$ cat src/rtl/mb_io_regfile.sv
// -----------------------------------------------------------------------------
// mb_io_regfile
//
// Small register file hung off a MicroBlaze-style IO bus. A fixed-latency
// three-state bus FSM (IDLE -> WAIT -> ACK) accepts one transaction at a time.
// It returns IO_Ready for exactly one cycle, WAIT_STATES + 1 cycles after the
// strobe is sampled.
//
// Register map (32-bit words, word address = byte address >> 2):
//   0                 ID        read-only constant ID_VALUE
//   1                 STATUS    sticky hw_event bits, write-1-to-clear
//   2                 IRQ_MASK  read/write
//   3 .. NUM_REGS-1   GP        general purpose read/write
//   >= NUM_REGS       reads 0, writes dropped, still acknowledged
//
// Ports:
//   clk              sole clock, all state changes on its rising edge
//   reset            synchronous, active-high reset
//   IO_Addr_Strobe   transaction start qualifier
//   IO_Read_Strobe   read request (qualified by IO_Addr_Strobe)
//   IO_Write_Strobe  write request (qualified by IO_Addr_Strobe)
//   IO_Address       word address
//   IO_Byte_Enable   byte lane enables for writes
//   IO_Write_Data    write data
//   IO_Read_Data     read data, non-zero only during the ACK of a read
//   IO_Ready         one-cycle completion pulse
//   hw_event         per-bit event pulses that set STATUS bits
//   irq              registered |(STATUS & IRQ_MASK)
// -----------------------------------------------------------------------------
module mb_io_regfile #(
    parameter int          NUM_REGS    = 8,
    parameter int          ADDR_BITS   = 3,
    parameter int          WAIT_STATES = 0,
    parameter logic [31:0] ID_VALUE    = 32'h4D42_0001
) (
    input  logic                 clk,
    input  logic                 reset,
    input  logic                 IO_Addr_Strobe,
    input  logic                 IO_Read_Strobe,
    input  logic                 IO_Write_Strobe,
    input  logic [ADDR_BITS-1:0] IO_Address,
    input  logic [3:0]           IO_Byte_Enable,
    input  logic [31:0]          IO_Write_Data,
    output logic [31:0]          IO_Read_Data,
    output logic                 IO_Ready,
    input  logic [31:0]          hw_event,
    output logic                 irq
);

    localparam logic [ADDR_BITS-1:0] ADDR_ID     = ADDR_BITS'(0);
    localparam logic [ADDR_BITS-1:0] ADDR_STATUS = ADDR_BITS'(1);
    localparam logic [ADDR_BITS-1:0] ADDR_MASK   = ADDR_BITS'(2);
    localparam int                   FIRST_GP    = 3;

    // WAIT counts down from WAIT_STATES-1 to 0, so the ACK edge lands exactly
    // WAIT_STATES cycles after entering WAIT.
    localparam logic [3:0] WAIT_LOAD = (WAIT_STATES > 0) ? 4'(WAIT_STATES - 1) : 4'd0;

    typedef enum logic [1:0] {
        ST_IDLE,
        ST_WAIT,
        ST_ACK
    } state_t;

    state_t                 state;
    logic [3:0]             wait_cnt;
    logic                   ack_q;
    logic                   reset_q;
    logic [ADDR_BITS-1:0]   addr_q;
    logic [3:0]             be_q;
    logic [31:0]            wdata_q;
    logic                   write_q;

    logic [31:0]            status;
    logic [31:0]            irq_mask;
    logic [31:0]            gp_regs [FIRST_GP:NUM_REGS-1];
    logic                   irq_q;

    logic                   start;
    logic                   commit;
    logic [31:0]            be_mask;
    logic [31:0]            status_clr;
    logic [31:0]            rd_data;

    // A transaction needs exactly one direction strobe. reset_q blanks the
    // first cycle after reset so a strobe overlapping the release is dropped.
    assign start  = IO_Addr_Strobe && (IO_Read_Strobe ^ IO_Write_Strobe) && !reset_q;

    // Writes commit at the edge that ends the ACK cycle.
    assign commit = ack_q && write_q;

    // -------------------------------------------------------------------------
    // Bus FSM with registered IO_Ready
    // -------------------------------------------------------------------------
    // NOTE: every sequential block uses non-blocking assignments so that all
    // registers sample pre-edge values; blocking here would create order-
    // dependent races between the always_ff blocks below.
    always_ff @(posedge clk) begin
        reset_q <= reset;
        if (reset) begin
            state    <= ST_IDLE;
            ack_q    <= 1'b0;
            wait_cnt <= 4'd0;
            addr_q   <= '0;
            be_q     <= 4'd0;
            wdata_q  <= 32'd0;
            write_q  <= 1'b0;
        end else begin
            ack_q <= 1'b0;
            case (state)
                ST_IDLE: begin
                    if (start) begin
                        addr_q  <= IO_Address;
                        be_q    <= IO_Byte_Enable;
                        wdata_q <= IO_Write_Data;
                        write_q <= IO_Write_Strobe;
                        if (WAIT_STATES == 0) begin
                            state <= ST_ACK;
                            ack_q <= 1'b1;
                        end else begin
                            state    <= ST_WAIT;
                            wait_cnt <= WAIT_LOAD;
                        end
                    end
                end
                ST_WAIT: begin
                    if (wait_cnt == 4'd0) begin
                        state <= ST_ACK;
                        ack_q <= 1'b1;
                    end else begin
                        wait_cnt <= wait_cnt - 4'd1;
                    end
                end
                ST_ACK: begin
                    state <= ST_IDLE;
                end
                default: begin
                    state <= ST_IDLE;
                end
            endcase
        end
    end

    assign IO_Ready = ack_q;

    // -------------------------------------------------------------------------
    // Byte lane mask and W1C clear vector
    // -------------------------------------------------------------------------
    // NOTE: combinational blocks assign a default to every output first, so
    // no path through the block leaves a signal unassigned and no latch is
    // inferred.
    always_comb begin
        be_mask = 32'd0;
        for (int i = 0; i < 4; i++) begin
            be_mask[8*i +: 8] = {8{be_q[i]}};
        end
    end

    assign status_clr = (commit && addr_q == ADDR_STATUS) ? (wdata_q & be_mask) : 32'd0;

    // -------------------------------------------------------------------------
    // STATUS: hardware sets win over a same-cycle software clear
    // -------------------------------------------------------------------------
    always_ff @(posedge clk) begin
        if (reset) begin
            status <= 32'd0;
        end else begin
            status <= (status & ~status_clr) | hw_event;
        end
    end

    // -------------------------------------------------------------------------
    // IRQ_MASK
    // -------------------------------------------------------------------------
    always_ff @(posedge clk) begin
        if (reset) begin
            irq_mask <= 32'd0;
        end else if (commit && addr_q == ADDR_MASK) begin
            for (int i = 0; i < 4; i++) begin
                if (be_q[i]) begin
                    irq_mask[8*i +: 8] <= wdata_q[8*i +: 8];
                end
            end
        end
    end

    // -------------------------------------------------------------------------
    // General purpose words
    // -------------------------------------------------------------------------
    // NOTE: the GP array is a handful of flops that software expects to read
    // as zero after reset, so it is cleared explicitly; a large RAM-style array
    // would normally be left unreset so it can map onto memory macros.
    always_ff @(posedge clk) begin
        if (reset) begin
            for (int w = FIRST_GP; w < NUM_REGS; w++) begin
                gp_regs[w] <= 32'd0;
            end
        end else if (commit) begin
            for (int w = FIRST_GP; w < NUM_REGS; w++) begin
                if (addr_q == ADDR_BITS'(w)) begin
                    for (int i = 0; i < 4; i++) begin
                        if (be_q[i]) begin
                            gp_regs[w][8*i +: 8] <= wdata_q[8*i +: 8];
                        end
                    end
                end
            end
        end
    end

    // -------------------------------------------------------------------------
    // Interrupt: one cycle behind STATUS/IRQ_MASK
    // -------------------------------------------------------------------------
    always_ff @(posedge clk) begin
        if (reset) begin
            irq_q <= 1'b0;
        end else begin
            irq_q <= |(status & irq_mask);
        end
    end

    assign irq = irq_q;

    // -------------------------------------------------------------------------
    // Read mux: driven only during the ACK of a read. STATUS is read from the
    // live register, i.e. the value held at the start of the ACK cycle.
    // -------------------------------------------------------------------------
    always_comb begin
        rd_data = 32'd0;
        if (ack_q && !write_q) begin
            if (addr_q == ADDR_ID) begin
                rd_data = ID_VALUE;
            end else if (addr_q == ADDR_STATUS) begin
                rd_data = status;
            end else if (addr_q == ADDR_MASK) begin
                rd_data = irq_mask;
            end else begin
                for (int w = FIRST_GP; w < NUM_REGS; w++) begin
                    if (addr_q == ADDR_BITS'(w)) begin
                        rd_data = gp_regs[w];
                    end
                end
            end
        end
    end

    assign IO_Read_Data = rd_data;

endmodule

$ cat config.mk
export PLATFORM = sky130hd
export DESIGN_NAME = mb_io_regfile
export DESIGN_NICKNAME = d
export VERILOG_FILES = /design/src/rtl/mb_io_regfile.sv
export SDC_FILE = /design/constraint.sdc
export NUM_CORES = 1
export LEC_CHECK = 0
export BUFFER_PORTS_ARGS = -buffer_cell sky130_fd_sc_hd__buf_2
export CAP_MARGIN = 5
export CORE_ASPECT_RATIO = 2
export CORE_MARGIN = 2
export CORE_UTILIZATION = 30
export DETAILED_ROUTE_END_ITERATION = 6
export PLACE_DENSITY = 0.56
export SYNTH_ARGS = -nofsm -noshare
export SYNTH_HDL_FRONTEND = slang
export SYNTH_SLANG_ARGS = --single-unit
$ cat constraint.sdc
create_clock -name clk -period 1.85 [get_ports clk]
set_input_delay 0.4625 -clock clk [delete_from_list [all_inputs] [get_ports clk]]
set_output_delay 0.4625 -clock clk [all_outputs]
set_load 0.03 [all_outputs]
==> key figures, run 1 <==
Run status
  – Status: finished with violations
  – Failing checks: negative setup slack

Worst setup path
  – Crit path kind: flip-flop to output port
  – R2r setup slk: -0.11 ns
  – FF-to-FF Start: addr_q[2]
  – CP endpoint kind: output port
  – Worst Reg-to-Reg Cells: 7
  – CP max-delay cell: dfxtp_4
  – Max stage delay on crit path: about 0.43 ns
  – R2R Path End: gp_regs[0][164]
  – Worst EP required: 1.39 ns
  – Crit path cell chain: buf_12 > clkinvlp_4 > buf_6 > o2bb2ai_2 > a222oi_1 > buf_4 > nor3_4 > buf_6
  – Crit path DAT: approximately 2.2 ns
  – Crit path launch type: flip-flop
  – CP delay by family, top: buffers and inverters
  – Crit path top cell by count: buf_6
  – CP bufs+invs: 5
  – Critical path fanouts, max: 5

Global routing
  – GRT Total Usage: a little under a fifth
  – GR Overflow Total: 0
  – First-pass GRT wire length: 62200 um
  – Largest net degree at the start of global routing: 72
  – Initial antenna violation count: 0
  – Vias in the first global route: 10300

Timing
  – Setup_tns: -27.43 ns
  – Max_slew headroom: 67.4%
  – Worst slew pin tran: 0.488 ns
  – Peak Freq: 375 MHz
  – Final Hold Slack: ~0.11 ns
  – Tmin final: about 2.7 ns
  – Max Transition Viols Final: 0
  – Fin crit share: 144%
  – Final Skew: 0.00973 ns
  – Setup ws final: -0.816 ns
  – Final setup fails: about 100
  – RSZ-0062 raised after global routing: yes
  – Final hold vios: 0

Pwr
  – Total power draw: about 14 mW
  – Sequential Power Share: 47.9%
  – Max VDD drop: 0.000731 V
  – LEAKAGE: 6.35 nW
  – Logic pwr share: 8.2%
  – Switching Fraction: 23.1%
  – Clock Power Share: 43.9%
  – P_int: 10.7 mW
  – P per Cell Area: 804 nW/um^2
  – Sw Pwr: roughly 3.2 mW

Die
  – Die X-Extent: between 100 and 150 um
  – Cell row count: 105
  – I/O pin cnt: 110
  – Die Height: 291 um
  – Core Region: 40700 um^2
  – Initial core utilization: 30.2%
  – DIE AREA: 42800 um^2

Clocking
  – Hold-fix buffers at CTS: 0
  – Worst-Skew Late Latency: 0.55 ns
  – Longest Clk Path Bufs: 3
  – Clk pin slew, worst setup/hold paths: 0.07 ns
  – CTS Buf Count: 28
  – TritonCTS clock tree: built
  – Root buf cell: clkbuf_16
  – CTS Sinks: 268
  – CTS H-tree depth: 1

Min path
  – Hold EP: status[5]
  – Hold depth: 3
  – Hold wc startpoint: hw_event[5]
  – Hold Path Class: input pin to flip-flop

Logic synthesis
  – Syn Inst Count: 1240
  – Cell area after synthesis: 12300 um^2
  – Area share of the largest cell type after synthesis: between 30 and 40%
  – Number of synthesized flops with an enable pin: 160
  – Top cell type by total area after synthesis: edfxtp_1
  – Synth Register Bits: around 270
  – Post-synthesis async set-or-reset flop share: 0%
  – Post-synth cell types: 47
  – Area contributors post-synth: edfxtp_1 (39%), dfxtp_1 (18%), and2_1 (8.3%), nand2_1 (4.8%), a21oi_1 (4.4%)
  – Mean area per synthesized cell: 9.93 um^2
  – Net count after synthesis: 1316
  – Main synth FF type: edfxtp_1
  – Sequential fraction of the synthesis area: 56.6%
  – Synth warn: 0

Place
  – Placed Cells: 1951
  – Port bufs: 109
  – HPWL Detailed: between 20000 and 30000 um
  – Gpl congestion: 0.790

Route
  – Vias/cell: 5.09
  – WL per Instance: 20.6 um
  – Post-route DRC violation count: 0
  – Via Count: 10300
  – DRT Wirelength: approximately 42000 um
  – Initial DRC count: 698
  – Routed Antenna Nets: 0
  – TritonRoute pass-1 iters: 5

Layout
  – Layout Utilization: between 40% and 50%
  – Share of cells above drive strength 1: 32.8%
  – Layout Area Growth over Synthesis: 41.0%
  – ANT cells: 0
  – Final #Nets: 1550
  – Finished Layout Cells: 2031

Run
  – Max-Cap Viols: 0
## layout by cell type, fill, tap and decap left out, types with 10 or more instances in the layout
cell,instances
nor2b_1,13
a31oi_2,10
buf_4,113
dfxtp_1,103
nand3_1,57
nand2_1,151
o21ai_1,10
buf_12,25
a22oi_1,19
a221oi_2,15
nor3_4,22
a31oi_1,33
clkbuf_16,36
edfxtp_1,160
inv_1,46
nor2_1,65
o21bai_1,13
and2_1,160
buf_2,76
o2bb2ai_1,12
nor2_4,12
a21oi_1,102
buf_6,56
## layer usage
metal	wire length [um]	global-route usage, %
met2	21400	32.8
met1	17300	24.6
met3	2220	2.57
met5	0	0
met4	949	5.32
## logic make-up after synthesis
group	synth area share, %
buffers and inverters	4.82
AO/OA/AOI/OAI	15.6
flip-flops	56.6
XOR/XNOR	0.0711
AND/OR/NAND/NOR	21.8
multiplexers	1.14
## cells in the mapped netlist, drive strengths merged (7+ instances only)
library cell  instances
nor2b                15
nand2b                7
a21oi               109
o21bai               16
clkbuf               39
a31oi                44
dfxtp               108
nand2               161
a22oi                21
a221oi               22
nor2                 84
edfxtp              160
o21ai                30
inv                  47
nor3                 29
nand3                58
buf                  42
and2                164
o2bb2ai              14
o311ai               21
## state kept, by name (all words and copies together), names as in the netlist
signal / count
irq_mask: 32
wdata_q: 32
reset_q: 1
irq: 1
write_q: 1
gp_regs: 160
addr_q: 3
status: 32
be_q: 4
state: 1
IO_Ready: 1
## worst max-delay path by stage
stage                    from          endpoint  slack [ns]  cells after the start
global placement    addr_q[0]  IO_Read_Data[22]       -0.36                      7
detailed placement  addr_q[0]  IO_Read_Data[22]       -0.38                      7
CTS                 addr_q[1]   IO_Read_Data[5]       -0.82                      8
floorplan           addr_q[0]  IO_Read_Data[11]       -0.12                      5
global route        addr_q[0]   IO_Read_Data[7]       -0.90                      7
finish              addr_q[2]  IO_Read_Data[28]       -0.82                      8
## stage by stage
stage          worst slack (ns)  cell area [um^2]
6_report                 -0.816             17400
2_1_floorplan            -0.120             12900
5_1_grt                  -0.903             17400
4_1_cts                  -0.820             16600
3_5_place_dp             -0.375             15000
3_3_place_gp             -0.357             15000
## worst min-delay path: stages
cell and delay [ns]:
buf_2 0.07, a21oi_1 0.03, nor2_1 0.06
## layout make-up
class / instances / area [um^2]
multi-input cells: 844 / 5890
clock inverters: 15 / 208
clock buffers: 37 / 797
fillers: 3967 / 23400
inverters: 47 / 180
flip-flops and latches: 268 / 6980
well taps: 535 / 669
repair buffers: 285 / 2650
## power by group through the flow
| stage | clock network, mW | logic (mW) | registers [mW] |
|---|---|---|---|
| final | 6.13 | 1.14 | 6.69 |
| after global routing | 6.47 | 1.22 | 6.71 |
| after CTS | 6.23 | 1.03 | 6.68 |
| after detailed placement | 0 | 0.949 | 6.81 |
| after global placement | 0 | 0.942 | 6.81 |
| after floorplan | 0 | 0.531 | 6.72 |
## what timing repair did
action | 4_1_cts | 5_1_grt
gates resized for setup | 135 | 129
pin swaps | 20 | 42
cloned | 0 | 6
setup endpoints to repair | 191 | 209
buffers inserted | 14 | 10
Note: power is estimated with default switching activity, not from simulation.
==> run 2, diff against run 1 <==
Settings changed: CAP_MARGIN 5 to default, RECOVER_POWER from default to 50.
==> run 2 against run 1 <==
  * The run still ends with negative setup slack left
  * First-iteration DRC count is 6.6% lower
  * Clock skew barely moved
  * Global-route usage is the same
  * Largest power group unchanged
  * Sequential power barely moved
  * Critical path type unchanged
  * Combinational power barely moved
  * Routed wire length about the same
  * Register-to-register slack worse by 0.04 ns
  * Via count rose by 0.27%
==> key figures, run 2 (synthesis gave the netlist of run 1 again) <==
Min path
  – Hold Path Class: input pin to flip-flop

Clocking
  – TritonCTS clock tree: built
  – CTS Buf Count: 28
  – Worst-Skew Late Latency: 0.54 ns
  – CTS Sinks: 268
  – Clk pin slew, worst setup/hold paths: 0.07 ns
  – Longest Clk Path Bufs: 3
  – CTS H-tree depth: 1
  – Hold-fix buffers at CTS: 0
  – Root buf cell: clkbuf_16

Global routing
  – GR Overflow Total: 0
  – Initial antenna violation count: 0
  – First-pass GRT wire length: about 62000 um
  – GRT Total Usage: 18.9%
  – Largest net degree at the start of global routing: 72
  – Vias in the first global route: 10300

Route
  – WL per Instance: between 20 and 25 um
  – TritonRoute pass-1 iters: 5
  – Initial DRC count: 652
  – Via Count: 10400
  – DRT Wirelength: 41900 um
  – Vias/cell: 5.10
  – Routed Antenna Nets: 0
  – Post-route DRC violation count: 0

Timing
  – Max_slew headroom: between 60% and 70%
  – Setup_tns: -34.76 ns
  – Setup ws final: -0.814 ns
  – Final Hold Slack: between 0.1 and 0.15 ns
  – RSZ-0062 raised after global routing: yes
  – Peak Freq: 375 MHz
  – Final Skew: between 0.009 and 0.01 ns
  – Final setup fails: 206
  – Final hold vios: 0
  – Fin crit share: 144%
  – Max Transition Viols Final: 0
  – Tmin final: 2.66 ns
  – Worst slew pin tran: around 0.55 ns

Die
  – Core Region: about 40000 um^2
  – Die X-Extent: 147 um
  – Initial core utilization: 30.2%
  – DIE AREA: 42800 um^2
  – Cell row count: roughly 110
  – Die Height: 291 um
  – I/O pin cnt: 110

Run
  – Max-Cap Viols: 0

Worst setup path
  – FF-to-FF Start: write_q
  – CP endpoint kind: output port
  – Crit path DAT: 2.20 ns
  – Critical path fanouts, max: 5
  – CP Launch Point: addr_q[2]
  – Worst Reg-to-Reg Cells: 4
  – Crit path kind: flip-flop to output port
  – Worst EP required: 1.39 ns
  – Crit path launch type: flip-flop
  – R2r setup slk: -0.15 ns
  – R2R Path End: gp_regs[0][164]
  – Worst setup endpoint: IO_Read_Data[28]

Layout
  – Most flop-heavy register: gp_regs
  – Final #Nets: 1550
  – Max reg flops: 160
  – Share of cells above drive strength 1: between 30% and 40%
  – Fillers: 3977
  – Layout Area Growth over Synthesis: 40.6%
  – ANT cells: 0
  – Most common cell after layout, fill and taps aside: edfxtp_1
  – Most frequent cells in the layout: edfxtp_1 (160), and2_1 (159), nand2_1 (152)
  – Design Area, Final: 17300 um^2

Pwr
  – Max VDD drop: 0.000735 V
  – LEAKAGE: 6.32 nW
  – P per Cell Area: approximately 800 nW/um^2

Place
  – Port bufs: 109
  – HPWL Detailed: 29200 um
  – Gpl congestion: around 0.8
  – Post-DP Area: 15000 um^2

Run status
  – Status: finished with violations
  – Failing checks: negative setup slack
## run 2: changes by cell type in the layout (fill, tap and decap cells not counted), moves of 2 or more
cell / previous run / this run
clkbuf_2: 0 / 2
and2_0: 0 / 2
buf_4: 113 / 105
clkbuf_1: 5 / 10
clkbuf_4: 0 / 3
buf_12: 25 / 23
## run 2: how the worst min path moves through the flow
stage	cells past startpoint	slack [ns]	startpoint	end
2_1_floorplan	2	0.45	irq_mask[31]	irq_mask[31]
3_3_place_gp	2	0.46	irq_mask[22]	irq_mask[22]
3_5_place_dp	2	0.47	irq_mask[22]	irq_mask[22]
4_1_cts	3	0.1	hw_event[5]	status[5]
5_1_grt	3	0.11	hw_event[19]	status[19]
6_report	3	0.12	hw_event[5]	status[5]
## run 2: per-layer routing
metal	track usage, %	share of wire [%]
met3	2.57	5.5
met4	5.32	2.4
met5	0	0
met2	32.8	51
met1	24.6	41
## run 2: worst max-delay path, cell delays in order, from the launching register on
cell,delay [ns]
dfxtp_4,0.42
buf_12,0.15
clkinvlp_4,0.20
buf_6,0.18
o2bb2ai_2,0.14
a222oi_1,0.11
buf_4,0.16
nor3_4,0.13
buf_6,0.15
## run 2: what timing repair did
action	4_1_cts	5_1_grt
buffers inserted	14	10
gates resized for setup	135	129
endpoints found under the setup margin	191	209
cloned	0	6
pin swaps	20	42
## run 2: final cells by class
class	count	area, um^2	share of cell area [%]
clock buffers	37	797	4.60
clock inverters	15	208	1.20
inverters	47	180	1.04
multi-input cells	844	5880	34.0
flip-flops and latches	268	6980	40.3
well taps	535	669	3.87
repair buffers	285	2600	15.0
## run 2: stage by stage
step	setup WS [ns]	util, %	cells	total power [mW]
6_report	-0.814	42.5	2031	13.9
5_1_grt	-0.903	42.5	2031	14.4
4_1_cts	-0.820	40.7	2017	14.0
3_5_place_dp	-0.375	36.8	1951	7.76
3_3_place_gp	-0.357	36.8	1951	7.75
2_1_floorplan	-0.120	-	1240	7.25
## run 2: where the power goes
group | switching (mW) | leakage, nW | internal (mW)
clock network | 2.39 | 0.492 | 3.73
logic | 0.636 | 3.28 | 0.494
registers | 0.189 | 2.54 | 6.50
total | 3.22 | 6.32 | 10.7
==> run 3, diff against run 2 <==
Settings changed: CORE_UTILIZATION 30 to 54, PLACE_DENSITY 0.56 to 0.84.
==> run 3 against run 2 <==
  * The run ends with design-rule violations, negative setup slack left
  * Combinational power barely moved
  * Register-to-register slack got worse by 0.15 ns
  * Final cell count fell by 14%
  * Sequential power barely moved
  * Clock power fell by 14%
  * Core utilization rose by 30 points
  * Critical endpoint is now IO_Read_Data[20]
  * Largest cell class unchanged
  * Largest power group unchanged
==> key figures, run 3 (synthesis gave the netlist of run 1 again) <==
Run status
  – Status: finished with violations
  – Failing checks: design-rule violations, negative setup slack

Layout
  – ANT cells: 0
  – Most common cell after layout, fill and taps aside: and2_1
  – Most flop-heavy register: gp_regs
  – Max reg flops: 160
  – Most frequent cells in the layout: and2_1 (161), edfxtp_1 (160), nand2_1 (155)
  – Fillers: 1345
  – Final #Nets: 1516
  – Share of cells above drive strength 1: 29.4%
  – Layout Utilization: ~72%
  – Layout Area Growth over Synthesis: 32.4%

Timing
  – Setup ws final: -1.01 ns
  – RSZ-0062 raised after global routing: yes
  – Peak Freq: 350 MHz
  – Fin crit share: 154%
  – Max_slew headroom: roughly a third
  – Final setup fails: 104
  – Tmin final: roughly 2.9 ns
  – Final hold vios: 0
  – Max Transition Viols Final: 0
  – Final Hold Slack: 0.128 ns
  – Worst slew pin tran: 0.989 ns
  – Setup_tns: -34.21 ns
  – Final Skew: between 0.015 and 0.02 ns

Worst setup path
  – CP endpoint kind: output port
  – Crit path kind: flip-flop to output port
  – Worst Reg-to-Reg Cells: 10
  – Crit path cell chain: buf_8 > mux2i_1 > o2bb2ai_1 > a222oi_1 > buf_4 > nor3_2 > buf_4
  – Critical path fanouts, max: 21
  – Crit path launch type: flip-flop
  – FF-to-FF Start: addr_q[0]
  – CP Launch Point: addr_q[0]
  – CP max-delay cell: a222oi_1
  – Worst EP required: 1.39 ns
  – Crit path top cell by count: buf_4
  – Crit path DAT: 2.39 ns
  – Max stage delay on crit path: approximately 0.4 ns

Clocking
  – Worst-Skew Late Latency: 0.54 ns
  – CTS Buf Count: 24
  – Clk pin slew, worst setup/hold paths: ~0.070 ns
  – Longest Clk Path Bufs: 3
  – TritonCTS clock tree: built
  – CTS H-tree depth: 1
  – Root buf cell: clkbuf_16
  – CTS Sinks: 268

Die
  – Initial core utilization: between 50% and 60%
  – Die X-Extent: 111 um
  – Die Height: between 200 and 250 um
  – DIE AREA: 24100 um^2
  – Cell row count: 78
  – Core Region: 22500 um^2
  – I/O pin cnt: 110

Min path
  – Hold depth: 3
  – Hold Path Class: input pin to flip-flop
  – Hold wc startpoint: hw_event[24]

Pwr
  – P per Cell Area: 802 nW/um^2
  – LEAKAGE: a little under 6 nW
  – Max VDD drop: slightly above 0.0008 V
  – Total power draw: 13.1 mW

Global routing
  – Vias in the first global route: 11300
  – First-pass GRT wire length: 62600 um
  – Largest net degree at the start of global routing: 42
  – Initial antenna violation count: 0
  – GR Overflow Total: 0
  – GRT Total Usage: 33.8%

Route
  – Routed Antenna Nets: 0
  – Vias/cell: around 6.6
  – Initial DRC count: 1443
  – DRT Wirelength: 44500 um
  – Post-route DRC violation count: 22
  – Via Count: 11500
  – TritonRoute pass-1 iters: 7
  – WL per Instance: approximately 26 um

Run
  – Max-Cap Viols: 0

Place
  – HPWL Detailed: 28000 um
  – Port bufs: 109
  – DP Worst Slack: -0.365 ns
  – Gpl congestion: 0.934
run 3: cell types whose count changed in the layout (fill, tap and decap cells not counted), sizes merged:
cell,before,now
clkbuf,53,41
bufinv,5,1
buf,269,245
bufbuf,0,1
clkinvlp,2,3
run 3: metal layers:
metal / GRT usage [%] / share of wire [%] / up-vias
met1: 35.0 / 30 / 5397
met2: 60.1 / 49 / 968
met4: 25.6 / 10 / 0
met3: 6.17 / 11 / 327
met5: 0 / 0 / -
li1: - / - / 4829
run 3: timing repair:
item / CTS / global route
resized for setup: 104 / 54
setup buffers: 6 / 3
setup endpoints to repair: 91 / 286
hold buffers: 0 / 0
cloned: 3 / 4
pin swaps: 21 / 18
run 3: where the power goes:
group / internal [mW] / switching, mW
combinational: 0.466 / 0.639
clock: 2.92 / 2.35
sequential: 6.50 / 0.205
total: 9.89 / 3.19
run 3: worst max-delay path, delay by kind of cell, from the launching register on:
kind            cells  cell delay, ns
compound gates      2            0.55
simple gates        1            0.04
flops               1            0.40
buf+inv             3            0.56
mux                 1            0.29
run 3: layout make-up:
| class | count | area (um^2) | share of cell area (%) |
|---|---|---|---|
| sequential | 268 | 6980 | 42.8 |
| inverter | 47 | 176 | 1.08 |
| multi-input combinational | 844 | 5590 | 34.3 |
| timing repair buffer | 255 | 2380 | 14.6 |
| clock buffer | 32 | 724 | 4.44 |
| clock inverter | 12 | 105 | 0.644 |
| tap | 280 | 350 | 2.15 |
run 3: final timing paths:
| check | end | slack, ns |
|---|---|---|
| max | IO_Read_Data[20] | -1.01 |
| min | status[24] | 0.13 |
| max reg2reg | status[26] | -0.30 |
| min reg2reg | irq_mask[22] | 0.49 |
run 3: metrics by stage:
step | cells | instance area, um^2
3_5_place_dp | 1678 | 14700
5_1_grt | 1738 | 16300
2_1_floorplan | 1240 | 12900
3_3_place_gp | 1678 | 14700
6_report | 1738 | 16300
4_1_cts | 1731 | 16000
